### config.mk
export PLATFORM = sky130hd
export DESIGN_NAME = cdc_scan_sequencer
export DESIGN_NICKNAME = d
export VERILOG_FILES = /design/src/rtl/cdc_scan_sequencer.sv
export SDC_FILE = /design/constraint.sdc
export NUM_CORES = 1
export LEC_CHECK = 0
export BUFFER_PORTS_ARGS = -buffer_cell sky130_fd_sc_hd__buf_4
export CORE_MARGIN = 10
export CORE_UTILIZATION = 30
export CTS_CLUSTER_DIAMETER = 60
export DETAILED_ROUTE_END_ITERATION = 7
export PLACE_DENSITY = 0.6
export SYNTH_ARGS = -nofsm -noshare
export SYNTH_HDL_FRONTEND = slang
export SYNTH_SLANG_ARGS = --single-unit
### constraint.sdc
create_clock -name clk -period 2.1 [get_ports clk]
set_clock_uncertainty 0.05 [all_clocks]
set_input_delay 0.315 -clock clk [delete_from_list [all_inputs] [get_ports clk]]
set_output_delay 0.315 -clock clk [all_outputs]
set_load 0.005 [all_outputs]
### src/rtl/cdc_scan_sequencer.sv
// Capacitance-to-digital scan sequencer: round-robin discharge/charge/sample per channel, averaged result on valid/ready.
// Optional CDC_BUBBLE_CHECK_EN adds o_bubble_err, a sticky flag for non-thermometer comparator samples.
//
// state     | meaning
// ----------+--------------------------------------------------------------
// S_IDLE    | waiting for i_start with a non-empty channel mask
// S_DIS     | discharge switch closed for DIS_CYC clocks
// S_CHG     | charge/excite enabled for SETTLE_CYC clocks
// S_SMP     | one clock: encode i_cmp_in and accumulate
// S_RPT     | result presented, front end idle until the handshake

module cdc_scan_sequencer #(
    parameter int NCH        = 4,
    parameter int CHW        = 2,
    parameter int DIS_CYC    = 4,
    parameter int SETTLE_CYC = 8,
    parameter int LOG2_AVG   = 2
) (
    input  logic                  clk,
    input  logic                  rst_n,
    input  logic                  i_start,
    input  logic [NCH-1:0]        i_chan_en,
    input  logic [7:0]            i_cmp_in,
    output logic [CHW-1:0]        o_ch_sel,
    output logic                  o_discharge,
    output logic                  o_charge_en,
    output logic                  o_busy,
    output logic [3+LOG2_AVG-1:0] o_res_data,
    output logic [CHW-1:0]        o_res_chan,
    output logic                  o_res_valid,
    input  logic                  i_res_ready,
`ifdef CDC_BUBBLE_CHECK_EN
    output logic                  o_bubble_err,
`endif
    output logic                  o_no_hit
);

    localparam int AW   = 3 + LOG2_AVG;
    localparam int CNTW = LOG2_AVG + 1;
    localparam logic [CNTW-1:0] AVG_CNT = CNTW'(1 << LOG2_AVG);
    localparam logic [7:0]      PH_DIS  = 8'(DIS_CYC - 1);
    localparam logic [7:0]      PH_SET  = 8'(SETTLE_CYC - 1);

    typedef enum logic [2:0] {
        S_IDLE,
        S_DIS,
        S_CHG,
        S_SMP,
        S_RPT
    } state_t;

    state_t          r_state, w_state_nxt;
    logic [NCH-1:0]  r_mask, w_mask_nxt;
    logic [CHW-1:0]  r_ch_sel, w_ch_nxt;
    logic [7:0]      r_phase, w_phase_nxt;
    logic [AW-1:0]   r_acc, w_acc_nxt;
    logic [CNTW-1:0] r_cnt, w_cnt_nxt;
    logic            r_no_hit, w_no_hit_nxt;

    logic [2:0]      w_code;
    logic [CNTW-1:0] w_cnt_inc;
    logic [CHW-1:0]  w_first_ch;
    logic [CHW-1:0]  w_next_ch;
    logic            w_next_vld;

`ifdef CDC_BUBBLE_CHECK_EN
    logic            r_bubble, w_bubble_nxt;
    logic            w_bubble;

    // A valid thermometer code is a run of ones from bit 0, so adding 1 clears every set bit.
    assign w_bubble = |(i_cmp_in & (i_cmp_in + 8'd1));
`endif

    assign w_cnt_inc = r_cnt + CNTW'(1);

    always_comb begin
        w_code = 3'd0;
        for (int i = 0; i < 8; i++) begin
            if (i_cmp_in[i]) w_code = 3'(i);
        end
    end

    // Downward scan so the lowest qualifying index is the one that sticks.
    always_comb begin
        w_first_ch = '0;
        w_next_ch  = '0;
        w_next_vld = 1'b0;
        for (int i = NCH - 1; i >= 0; i--) begin
            if (i_chan_en[i]) w_first_ch = CHW'(i);
            if (r_mask[i] && (CHW'(i) > r_ch_sel)) begin
                w_next_ch  = CHW'(i);
                w_next_vld = 1'b1;
            end
        end
    end

    always_comb begin
        w_state_nxt  = r_state;
        w_mask_nxt   = r_mask;
        w_ch_nxt     = r_ch_sel;
        w_phase_nxt  = r_phase;
        w_acc_nxt    = r_acc;
        w_cnt_nxt    = r_cnt;
        w_no_hit_nxt = r_no_hit;
`ifdef CDC_BUBBLE_CHECK_EN
        w_bubble_nxt = r_bubble;
`endif
        case (r_state)
            S_IDLE: begin
                if (i_start && (|i_chan_en)) begin
                    w_state_nxt = S_DIS;
                    w_mask_nxt  = i_chan_en;
                    w_ch_nxt    = w_first_ch;
                    w_phase_nxt = PH_DIS;
                end
            end
            S_DIS: begin
                if (r_phase == 8'd0) begin
                    w_state_nxt = S_CHG;
                    w_phase_nxt = PH_SET;
                end else begin
                    w_phase_nxt = r_phase - 8'd1;
                end
            end
            S_CHG: begin
                if (r_phase == 8'd0) begin
                    w_state_nxt = S_SMP;
                end else begin
                    w_phase_nxt = r_phase - 8'd1;
                end
            end
            S_SMP: begin
                w_acc_nxt = r_acc + AW'(w_code);
                w_cnt_nxt = w_cnt_inc;
                if (i_cmp_in == 8'd0) w_no_hit_nxt = 1'b1;
`ifdef CDC_BUBBLE_CHECK_EN
                if (w_bubble) w_bubble_nxt = 1'b1;
`endif
                if (w_cnt_inc == AVG_CNT) begin
                    w_state_nxt = S_RPT;
                end else begin
                    w_state_nxt = S_DIS;
                    w_phase_nxt = PH_DIS;
                end
            end
            S_RPT: begin
                if (i_res_ready) begin
                    w_acc_nxt    = '0;
                    w_cnt_nxt    = '0;
                    w_no_hit_nxt = 1'b0;
`ifdef CDC_BUBBLE_CHECK_EN
                    w_bubble_nxt = 1'b0;
`endif
                    if (w_next_vld) begin
                        w_ch_nxt    = w_next_ch;
                        w_state_nxt = S_DIS;
                        w_phase_nxt = PH_DIS;
                    end else begin
                        w_state_nxt = S_IDLE;
                    end
                end
            end
            default: w_state_nxt = S_IDLE;
        endcase
    end

    always_ff @(posedge clk or negedge rst_n) begin
        if (!rst_n) begin
            r_state  <= S_IDLE;
            r_mask   <= '0;
            r_ch_sel <= '0;
            r_phase  <= '0;
            r_acc    <= '0;
            r_cnt    <= '0;
            r_no_hit <= 1'b0;
`ifdef CDC_BUBBLE_CHECK_EN
            r_bubble <= 1'b0;
`endif
        end else begin
            r_state  <= w_state_nxt;
            r_mask   <= w_mask_nxt;
            r_ch_sel <= w_ch_nxt;
            r_phase  <= w_phase_nxt;
            r_acc    <= w_acc_nxt;
            r_cnt    <= w_cnt_nxt;
            r_no_hit <= w_no_hit_nxt;
`ifdef CDC_BUBBLE_CHECK_EN
            r_bubble <= w_bubble_nxt;
`endif
        end
    end

    assign o_ch_sel    = r_ch_sel;
    assign o_discharge = (r_state == S_DIS);
    assign o_charge_en = (r_state == S_CHG);
    assign o_busy      = (r_state != S_IDLE);
    assign o_res_data  = r_acc;
    assign o_res_chan  = r_ch_sel;
    assign o_res_valid = (r_state == S_RPT);
    assign o_no_hit    = r_no_hit;
`ifdef CDC_BUBBLE_CHECK_EN
    assign o_bubble_err = r_bubble;
`endif

endmodule
== Word level (Yosys, flattened, before mapping) ==
Cells that the tools add are included.

* Bits in registers: 26
* Output and inout bits: 14

* Muxes and demuxes: 44
* Add/subtract/negate cells: 3
* $lt $le $gt $ge: 4
* Eq/ne operators: 13
* Reductions and logical operators: 19

{| class="wikitable"
|+ Operator list
! kind !! count
|-
| 8-bit 2-to-1 mux || 6
|-
| 8-bit case mux with 5 select lines || 1
|-
| 3-bit 2-to-1 mux || 11
|-
| 2-bit 2-to-1 mux || 12
|-
| 8-bit logical NOT || 2
|-
| 3-bit case mux with 5 select lines || 1
|-
| 5-bit case mux with 2 select lines || 1
|-
| 1-bit 2-to-1 mux || 8
|-
| 2-bit by 1-bit != test with 1-bit output, second input constant || 4
|-
| 2-bit != test, second input constant || 4
|-
| 4-bit AND reduction || 2
|-
| 8-bit by 1-bit subtractor with 8-bit output, second input constant || 1
|-
| 3-bit by 2-bit == test with 1-bit output, second input constant || 2
|-
| 3-bit == test, second input constant || 2
|-
| 3-bit case mux with 2 select lines || 1
|-
| 6-bit AND reduction || 1
|-
| 5-bit by 3-bit adder with 5-bit output || 1
|-
| 1-bit logical AND || 5
|-
| 5-bit 2-to-1 mux || 1
|-
| 5-bit nonzero test || 1
|-
| 1-bit by 2-bit greater-than comparator with 1-bit output, first input constant || 2
|-
| 2-bit greater-than comparator, first input constant || 2
|-
| 2-bit case mux with 2 select lines || 1
|-
| 2-bit AND reduction || 2
|-
| 8 further kinds || 9
|}

== Depth between registers and ports, before layout ==
Gate-level depths: netlist (run 1).

* Depth in word-level cells: 9
* Depth in mapped cells: 12

== Worst setup path after synthesis (run 1) ==
Ideal clock, no wire load.

* Kind: register to register
* From: register r_cnt[0]
* To: register r_phase[1]
* Cell stages (with the launch flop): 7
* Library setup time: 0.125 ns
* Path slack: 0.148 ns
* Buffers on the path: 0
* Period minus slack after synthesis: 1.952 ns
* Arrival: 1.777 ns
* Data required time: 1.925 ns
* Cells stage by stage: dfrtp_1 ha_1 xor2_1 and3_4 a211o_4 a21boi_4 mux2_4

* Word-level cells in the longest chain between the ends: 4

{| class="wikitable"
|+ Ends and longest elaborated chain
! element !! RTL line !! RTL
|-
| start, declared || 57 || <nowiki>logic [CNTW-1:0] r_cnt, w_cnt_nxt;</nowiki>
|-
| start signal, assigned || 185 || <nowiki>r_cnt <= w_cnt_nxt;</nowiki>
|-
| 3-bit by 1-bit adder with 3-bit output || 74 || <nowiki>assign w_cnt_inc = r_cnt + CNTW'(1);</nowiki>
|-
| 3-bit == test || 139 || <nowiki>if (w_cnt_inc == AVG_CNT) begin</nowiki>
|-
| 2-bit != test (no source line) || n/a ||
|-
| 6-bit AND reduction (no source line) || n/a ||
|-
| end signal, assigned || 183 || <nowiki>r_phase <= w_phase_nxt;</nowiki>
|-
| end, declared || 55 || <nowiki>logic [7:0] r_phase, w_phase_nxt;</nowiki>
|}

No other way between the ends.
A chain may end at the register's enable or synchronous reset.

== Final worst setup path (run 1) ==
* From: register r_phase[0]
* To: register r_phase[4]

* Word-level cells in the longest chain between the ends: 3

{| class="wikitable"
|+ Ends and longest elaborated chain
! element !! RTL line !! RTL
|-
| 8-bit by 1-bit subtractor with 8-bit output / 8-bit logical NOT (equally long branches) || n/a ||
|-
| 8-bit 2-to-1 mux (tied with other cells) || 126 || <nowiki>if (r_phase == 8'd0) begin</nowiki>
|-
| 8-bit case mux with 5 select lines / 6-bit AND reduction (equally long branches) || n/a ||
|}

Parallel ways exist; a longest one is shown, timed or not. The select of a mux whose other input is x is not followed.

==> PnR_summary.wiki, run 1 <==
{| class="wikitable"
! Metric !! Value
|-
| Run status || completed
|-
| Vias in the first global route || roughly 1400
|-
| Combinational fraction of design power || 0.530
|-
| Largest net degree at the start of global routing || 26
|-
| Post-Synth XOR/XNOR Area || 0.01540
|-
| Clk sink count || 25
|-
| Routed via count || roughly 1400
|-
| Most common flop cell mapped by yosys || dfrtp_1
|-
| Largest stage delay, worst path || between 0.5 and 0.6 ns
|-
| Count of standard-cell rows || 27
|-
| Worst slack at placement || roughly 0.012 ns
|-
| Mapped cell area || 1707 sq um
|-
| WL met3 || about 250 um
|-
| I/O pins || 30
|-
| Buffers & Inverters on Critical Path || 1
|-
| Power consumption || ~2.5 mW
|-
| Number of DRC markers in iteration 0 || 40
|-
| Dominant cells by area after synthesis || dfrtp_1 (37%), o21ai_0 (5.3%), ha_1 (4.4%)
|-
| Worst-Margin Slew || approximately 0.46 ns
|-
| Placed Cells || 284
|-
| Final setup fails || 0
|-
| Cell count of the worst reg-to-reg path || 7
|-
| Max cap viols || 0
|-
| Placeable core region || about 5500 sq um
|-
| Clock Pin Slew Worst Setup and Hold Paths || about 0.090 ns
|-
| Share of the clock period used by the worst path after layout || 0.9477
|-
| WL met2 || between 1500 and 2000 um
|-
| Avg Synthesized Cell Area || around 9.4 sq um
|-
| Adder and majority cell fraction of the synthesized area || 0.05572
|-
| Cell count of the worst hold path || 2
|-
| IR Drop Worst-Case VDD || around 0.00057 V
|-
| Final cell area excluding filler cells || roughly 2100 sq um
|-
| Maximum level of the CTS H-tree || 1
|-
| Simple-gate portion of the synthesized area || 0.2346
|-
| Clock period minus final worst setup slack || around 2.0 ns
|-
| Count of mapped cells out of synthesis || roughly 180
|-
| Total gr overflow || 0
|-
| Post-synthesis compound-gate area fraction || 0.2331
|-
| Register area share after synthesis || 0.3666
|-
| Min-Delay Endpoint || r_state[2]
|-
| Async set-or-reset flop fraction in the synthesized netlist || 1.000
|-
| Initial antenna violation count || 0
|-
| Effective utilization at floorplan || 0.3099
|-
| Number of enable-type register cells in the synthesized netlist || 0
|-
| Net count after synthesis || just over 200
|-
| Area Overhead vs Synth || 22.29%
|-
| Synth Register Bits || 25
|-
| Routed length per placed instance || 13.73 um
|-
| Filler cell count in the final layout || between 500 and 600
|-
| Clock latency on the worst-skew pair || 0.27 ns
|-
| Highest-delay cell along the critical path || or4b_4
|-
| FF-to-FF Start || r_phase[0]
|-
| Filler-free cell count of the finished design || just under 300
|-
| Number of vias per cell after detailed routing || 4.945
|-
| Element type at the critical path end || register
|-
| Detailed-router iteration count before antenna repair || 4
|-
| Max-slew violation total from the final report || 0
|-
| YS warnings || 0
|-
| Die width || between 90 and 100 um
|-
| Internal power || 1.483 mW
|-
| Worst Hold Class || in -> reg
|-
| Post-synthesis mux area share || 0.03446
|-
| Worst-path fanout max || 6
|-
| Net switching power figure || around 1 mW
|-
| Hold Violations, Final || 0
|-
| Kind of cell with the highest combined delay on the critical path || simple AND/OR/NAND/NOR gates
|-
| Routed wire length || about 4000 um
|-
| Final ANT Viol Nets || 0
|-
| Y dimension of the die || between 90 and 100 um
|-
| Clock share of power || 0.117
|-
| Hold Crit Start || i_res_ready
|-
| Placer congestion estimate || between 0.8 and 0.9
|-
| Cell Chain, Critical Path || inv_1 > ha_2 > or4b_4 > o21ai_4 > and2_4 > o32ai_1 > a21o_1
|-
| Endpoint required time on the critical path || ~2.2 ns
|-
| First-pass GRT wire length || about 6500 um
|-
| Fin util || 0.3790
|-
| Post-route worst setup slack || between 0.1 and 0.15 ns
|-
| Share of post-route cells with drive strength above 1 || 0.3180
|-
| Max Clk Rate || roughly 0.5 GHz
|-
| Hpwl dp || 3138 um
|-
| Top layer used by detailed routing || met4
|-
| Post-layout net count || between 200 and 250
|-
| Largest area contributor in the synthesized netlist || dfrtp_1
|-
| Combinational family with the most area after synthesis || simple AND/OR/NAND/NOR gates
|-
| Reg2Reg Setup Slack || between 0.1 and 0.15 ns
|-
| CTS buffer count || 3
|-
| Post-CTS Repair Setup Buffers || 0
|-
| Root buffer selected by CTS || clkbuf_8
|-
| Power density over cell area || ~1200 nW/um^2
|-
| Total global routing track utilization || 0.08614
|-
| Switching portion of total power || 0.4040
|-
| TritonCTS clock tree || done
|-
| Drt drc || 0
|-
| Static Leakage || 0.9479 nW
|-
| ANT cells || 0
|-
| Number of distinct library cell variants in the gate-level netlist after synthesis || 61
|-
| Element type at the critical path start || register
|-
| Max Root-Sink Buffers || 2
|-
| Tightest slew margin relative to the limit || 0.6872
|-
| Data arrival time at the worst-slack endpoint || between 2 and 2.5 ns
|-
| Met1 wire length || around 1800 um
|-
| Type of the worst setup path || reg -> reg
|-
| Share of total power in sequential cells || 0.353
|-
| Number of port buffers || 29
|-
| Area share of the largest cell type after synthesis || 0.3666
|-
| Worst flop-to-flop path endpoint || r_phase[4]
|-
| Area of the die || roughly 9100 sq um
|-
| Cell area after placement || between 2000 and 2500 sq um
|}
[power by group through the flow]
stage	Sequential [mW]	Combinational, mW	Clock, mW
after floorplan	0.828	0.956	0
after global placement	0.877	1.29	0
after detailed placement	0.887	1.31	0
after CTS	0.878	1.31	0.313
after global routing	0.904	1.49	0.333
final	0.878	1.32	0.290
[cell families (layout without fill, tap and decap cells)]
kind of cell,count (synthesis),count (layout)
AND/OR/NAND/NOR,69,69
AO/OA/AOI/OAI,56,56
multiplexers,5,5
flip-flops,25,25
buffers and inverters,17,52
adder cells (fa/ha/maj),7,7
XOR/XNOR,3,3
[through the flow]
step | hold WS [ns] | TNS (ns)
5_1_grt | 0.2003 | -0.0003633
4_1_cts | 0.1968 | 0
6_report | 0.2082 | 0
3_3_place_gp | 0.2002 | 0
2_1_floorplan | -0.03059 | 0
3_5_place_dp | 0.2023 | 0
[placed cells by master, fill, tap and decap left out, drive strengths merged, types with 3 or more instances in the layout]
cell,netlist,routed
nor3,4,4
nand3b,3,3
o22ai,4,4
a21oi,9,9
clkbuf,1,3
nor2,18,18
dfrtp,25,25
mux2,4,4
inv,9,9
o21ai,21,21
a21o,3,3
buf,6,37
or3,7,7
ha,6,6
nand2b,3,3
nand3,4,4
nand2,17,17
[worst register-to-register path, cell delays in order, from the launching register on]
cell and delay, ns:
dfrtp_1 0.38, inv_1 0.10, ha_2 0.21, or4b_4 0.51, o21ai_4 0.19, and2_4 0.21
o32ai_1 0.08, a21o_1 0.16
[per-layer routing]
| metal | track usage | vias up |
|---|---|---|
| met5 | 0 | - |
| met3 | 0.02749 | 2 |
| met4 | 0.01474 | 0 |
| met1 | 0.1008 | 676 |
| li1 | - | 728 |
| met2 | 0.1523 | 23 |
[how the worst max path moves through the flow]
stage | startpoint | endpoint | slack (ns) | cells after the start
CTS | r_phase[0] | r_phase[4] | 0.06 | 7
floorplan | r_cnt[0] | r_phase[1] | 0.15 | 6
global placement | i_cmp_in[1] | o_res_data[4] | 0.08 | 12
finish | r_phase[0] | r_phase[4] | 0.11 | 7
detailed placement | i_cmp_in[1] | o_res_data[4] | 0.01 | 12
global route | r_state[1] | r_phase[0] | -0.0004 | 8
[flip-flops by register name (all words and copies together) (netlist names)]
signal	count
r_cnt	3
r_state	3
r_phase	8
r_mask	3
o_no_hit	1
o_ch_sel	2
o_res_data	5
[cell type report]
type,count,area (sq um),share of cell area
clock inverters,1,5.005,0.002398
clock buffers,3,41.29,0.01978
multi-input cells,140,998.5,0.4784
repair buffers,38,287.8,0.1379
inverters,10,38.79,0.01859
well taps,72,90.09,0.04317
flip-flops and latches,25,625.6,0.2998
[Yosys cell counts (2+ instances only)]
cell type / instances
o21ai_0: 18
o22ai_1: 4
a22oi_1: 2
nand3b_1: 3
a21oi_1: 9
nor2_1: 17
nand2b_1: 3
nand3_1: 3
o21ai_2: 3
xor2_1: 2
nor3_1: 3
ha_1: 6
o31ai_1: 2
buf_6: 4
mux2_2: 2
buf_4: 2
inv_1: 8
dfrtp_1: 25
or4_1: 2
nand2_1: 16
or3_1: 6
a21o_1: 3
[timing repair]
item / 4_1_cts / 5_1_grt
setup endpoints to repair: 0 / 4
endpoints found under the hold margin: 25 / 0
gates resized for setup: 0 / 5
hold buffers: 1 / 0
No activity file was read; power rests on OpenSTA's default activity.
==> run 2, diff against run 1 <==
REMOVE_ABC_BUFFERS = 1   (was default)
==> run 2 against run 1 <==
Against the previous run: flip-flop and latch count is the same; total power grew 0.47%; wire length shrank 0.53%; clock power grew 1%; sequential power shrank 1%; maximum frequency grew 0.73%; die area is the same; worst setup slack gained 0.014 ns; combinational power is essentially flat; highest routed layer unchanged.
==> PnR_summary.wiki, run 2 (synthesized netlist as in run 1, its figures left out) <==
{| class="wikitable"
! Metric !! Value
|-
| Run status || completed (unchanged)
|-
| Maximum level of the CTS H-tree || 1 (unchanged)
|-
| Clock period minus final worst setup slack || 1.976 ns (was 1.990 ns)
|-
| Element type at the critical path end || register (unchanged)
|-
| Total global routing track utilization || 0.09183 (was 0.08614)
|-
| Post-layout net count || 242 (was 241)
|-
| Initial antenna violation count || 0 (unchanged)
|-
| Endpoint required time on the critical path || 2.22 ns (about the same)
|-
| Internal power || 1.503 mW (was 1.483 mW)
|-
| Effective utilization at floorplan || 0.3099 (unchanged)
|-
| Final setup fails || 0 (unchanged)
|-
| Type of the worst setup path || reg -> reg (unchanged)
|-
| Cell area after placement || 2018 sq um (was 2011 sq um)
|-
| Share of the clock period used by the worst path after layout || 0.9409 (was 0.9477)
|-
| Die width || 95.43 um (unchanged)
|-
| Vias in the first global route || 1487 (was 1403)
|-
| Number of port buffers || 29 (unchanged)
|-
| Data arrival time at the worst-slack endpoint || 2.09 ns (was 2.11 ns)
|-
| Placer congestion estimate || 0.8097 (was 0.8151)
|-
| Highest-delay cell along the critical path || or4b_4 (unchanged)
|-
| Clk sink count || 25 (unchanged)
|-
| Setup repair after global routing missed its margin || no
|-
| Max reg flops || 8 (unchanged)
|-
| Top register by number of flip-flops || r_phase (unchanged)
|-
| Final ANT Viol Nets || 0 (unchanged)
|-
| Number of DRC markers in iteration 0 || 62 (was 40)
|-
| ANT cells || 0 (unchanged)
|-
| Routed wire length || 3946 um (was 3967 um)
|-
| Setup TNS || 0 ns (unchanged)
|-
| Root buffer selected by CTS || clkbuf_8 (unchanged)
|-
| I/O pins || 30 (unchanged)
|-
| CTS buffer count || 3 (unchanged)
|-
| Net switching power figure || 0.9970 mW (was 1.005 mW)
|-
| Static Leakage || 0.9486 nW (was 0.9479 nW)
|-
| Drt drc || 0 (unchanged)
|-
| Y dimension of the die || 95.43 um (unchanged)
|-
| Element type at the critical path start || register (unchanged)
|-
| Area of the die || 9106 sq um (unchanged)
|-
| Tightest slew margin relative to the limit || 0.6504 (was 0.6872)
|-
| Largest stage delay, worst path || 0.51 ns (about the same)
|-
| Worst-path fanout max || 6 (unchanged)
|-
| Total gr overflow || 0 (unchanged)
|-
| Clock latency on the worst-skew pair || 0.27 ns (about the same)
|-
| Max Root-Sink Buffers || 2 (unchanged)
|-
| Hpwl dp || 3047 um (was 3138 um)
|-
| Switching portion of total power || 0.3989 (was 0.4040)
|-
| First-pass GRT wire length || 6913 um (was 6465 um)
|-
| Most frequent cells in the layout || buf_4 (38), dfrtp_1 (25), o21ai_0 (18), nor2_1 (17), nand2_1 (16) (was buf_4 (37), dfrtp_1 (25), o21ai_0 (18), nor2_1 (17), nand2_1 (15))
|-
| Count of standard-cell rows || 27 (unchanged)
|-
| Area Overhead vs Synth || 22.21% (was 22.29%)
|-
| Worst-Margin Slew || 0.5170 ns (was 0.4628 ns)
|-
| Power density over cell area || 1198 nW/um^2 (was 1192 nW/um^2)
|-
| Leading cell type in the layout, fill and taps excluded || buf_4 (unchanged)
|-
| Cell Chain, Critical Path || inv_1 > ha_2 > or4b_4 > o21ai_4 > and2_4 > o32ai_1 > a21o_1 (unchanged)
|-
| Largest net degree at the start of global routing || 26 (unchanged)
|-
| Number of vias per cell after detailed routing || 4.910 (was 4.945)
|-
| Max-slew violation total from the final report || 0 (unchanged)
|-
| Share of total power in sequential cells || 0.346 (was 0.353)
|-
| Placeable core region || 5507 sq um (unchanged)
|-
| IR Drop Worst-Case VDD || 0.0003785 V (was 0.0005689 V)
|-
| Clock share of power || 0.118 (was 0.117)
|-
| Clock Pin Slew Worst Setup and Hold Paths || 0.09 ns (about the same)
|-
| Final cell area excluding filler cells || 2086 sq um (was 2087 sq um)
|-
| Routed length per placed instance || 13.61 um (was 13.73 um)
|-
| Routed via count || 1424 (was 1429)
|-
| Worst Hold Class || in -> reg (unchanged)
|-
| TritonCTS clock tree || done (unchanged)
|-
| Share of post-route cells with drive strength above 1 || 0.3073 (was 0.3180)
|-
| Hold Violations, Final || 0 (unchanged)
|-
| Combinational fraction of design power || 0.536 (was 0.530)
|-
| Max Clk Rate || 0.5061 GHz (was 0.5025 GHz)
|-
| Worst hold slack || 0.2142 ns (was 0.2082 ns)
|-
| Max cap viols || 0 (unchanged)
|-
| Detailed-router iteration count before antenna repair || 4 (unchanged)
|}
## run 2: timing repair
| item | in CTS | in global routing |
|---|---|---|
| setup buffers | 0 | 0 |
| endpoints found under the setup margin | 0 | 4 |
| hold buffers | 1 | 0 |
| hold endpoints to repair | 25 | 0 |
| gates resized for setup | 0 | 3 |
## run 2: critical path, delay by kind of cell, from the launching register on
| family | cells | cell delay [ns] |
|---|---|---|
| adder cells (fa/ha/maj) | 1 | 0.20 |
| AND/OR/NAND/NOR | 2 | 0.72 |
| AO/OA/AOI/OAI | 3 | 0.43 |
| flip-flops | 1 | 0.38 |
| buffers and inverters | 1 | 0.09 |
## run 2: metrics by stage
step	power, mW	util	cells	setup slack [ns]
4_1_cts	2.507	0.3765	290	0.07953
3_3_place_gp	2.185	0.3665	285	0.09550
5_1_grt	2.757	0.3788	290	0.01576
3_5_place_dp	2.200	0.3665	285	0.06528
2_1_floorplan	1.725	-	175	0.1483
6_report	2.500	0.3788	290	0.1242
## run 2: path summary, 6_finish.rpt
path / from / endpoint / slack (ns) / cells after the start
min in group asynchronous: rst_n / r_cnt[2] / 0.44 / 2
worst min register to register: o_no_hit / o_no_hit / 0.46 / 2
worst min-delay path: i_res_ready / r_state[2] / 0.21 / 2
max in group asynchronous: rst_n / o_ch_sel[0] / 1.31 / 2
worst max register to register: r_phase[0] / r_phase[4] / 0.12 / 7
worst max-delay path: r_phase[0] / r_phase[4] / 0.12 / 7
## run 2: power by group through the flow
stage | sequential, mW | combinational [mW] | clock, mW
after floorplan | 0.858 | 0.867 | 0
after global placement | 0.873 | 1.31 | 0
after detailed placement | 0.875 | 1.32 | 0
after CTS | 0.865 | 1.34 | 0.306
after global routing | 0.906 | 1.52 | 0.328
final | 0.866 | 1.34 | 0.294
## run 2: layout make-up
type | instances | area (sq um)
Fill cell | 555 | 3421
Multi-Input combinational cell | 140 | 991.0
Sequential cell | 25 | 625.6
Timing Repair Buffer | 39 | 295.3
Tap cell | 72 | 90.09
Clock buffer | 4 | 45.04
Inverter | 10 | 38.79
## run 2: routing by layer
metal / global-route usage / routed length, um / vias to the layer above / part of all wire
li1: - / - / 734 / -
met1: 0.1185 / 1922 / 667 / 0.49
met2: 0.1483 / 1792 / 21 / 0.45
met3: 0.01964 / 188 / 2 / 0.048
met4: 0.03194 / 42 / 0 / 0.011
met5: 0 / 0 / - / 0
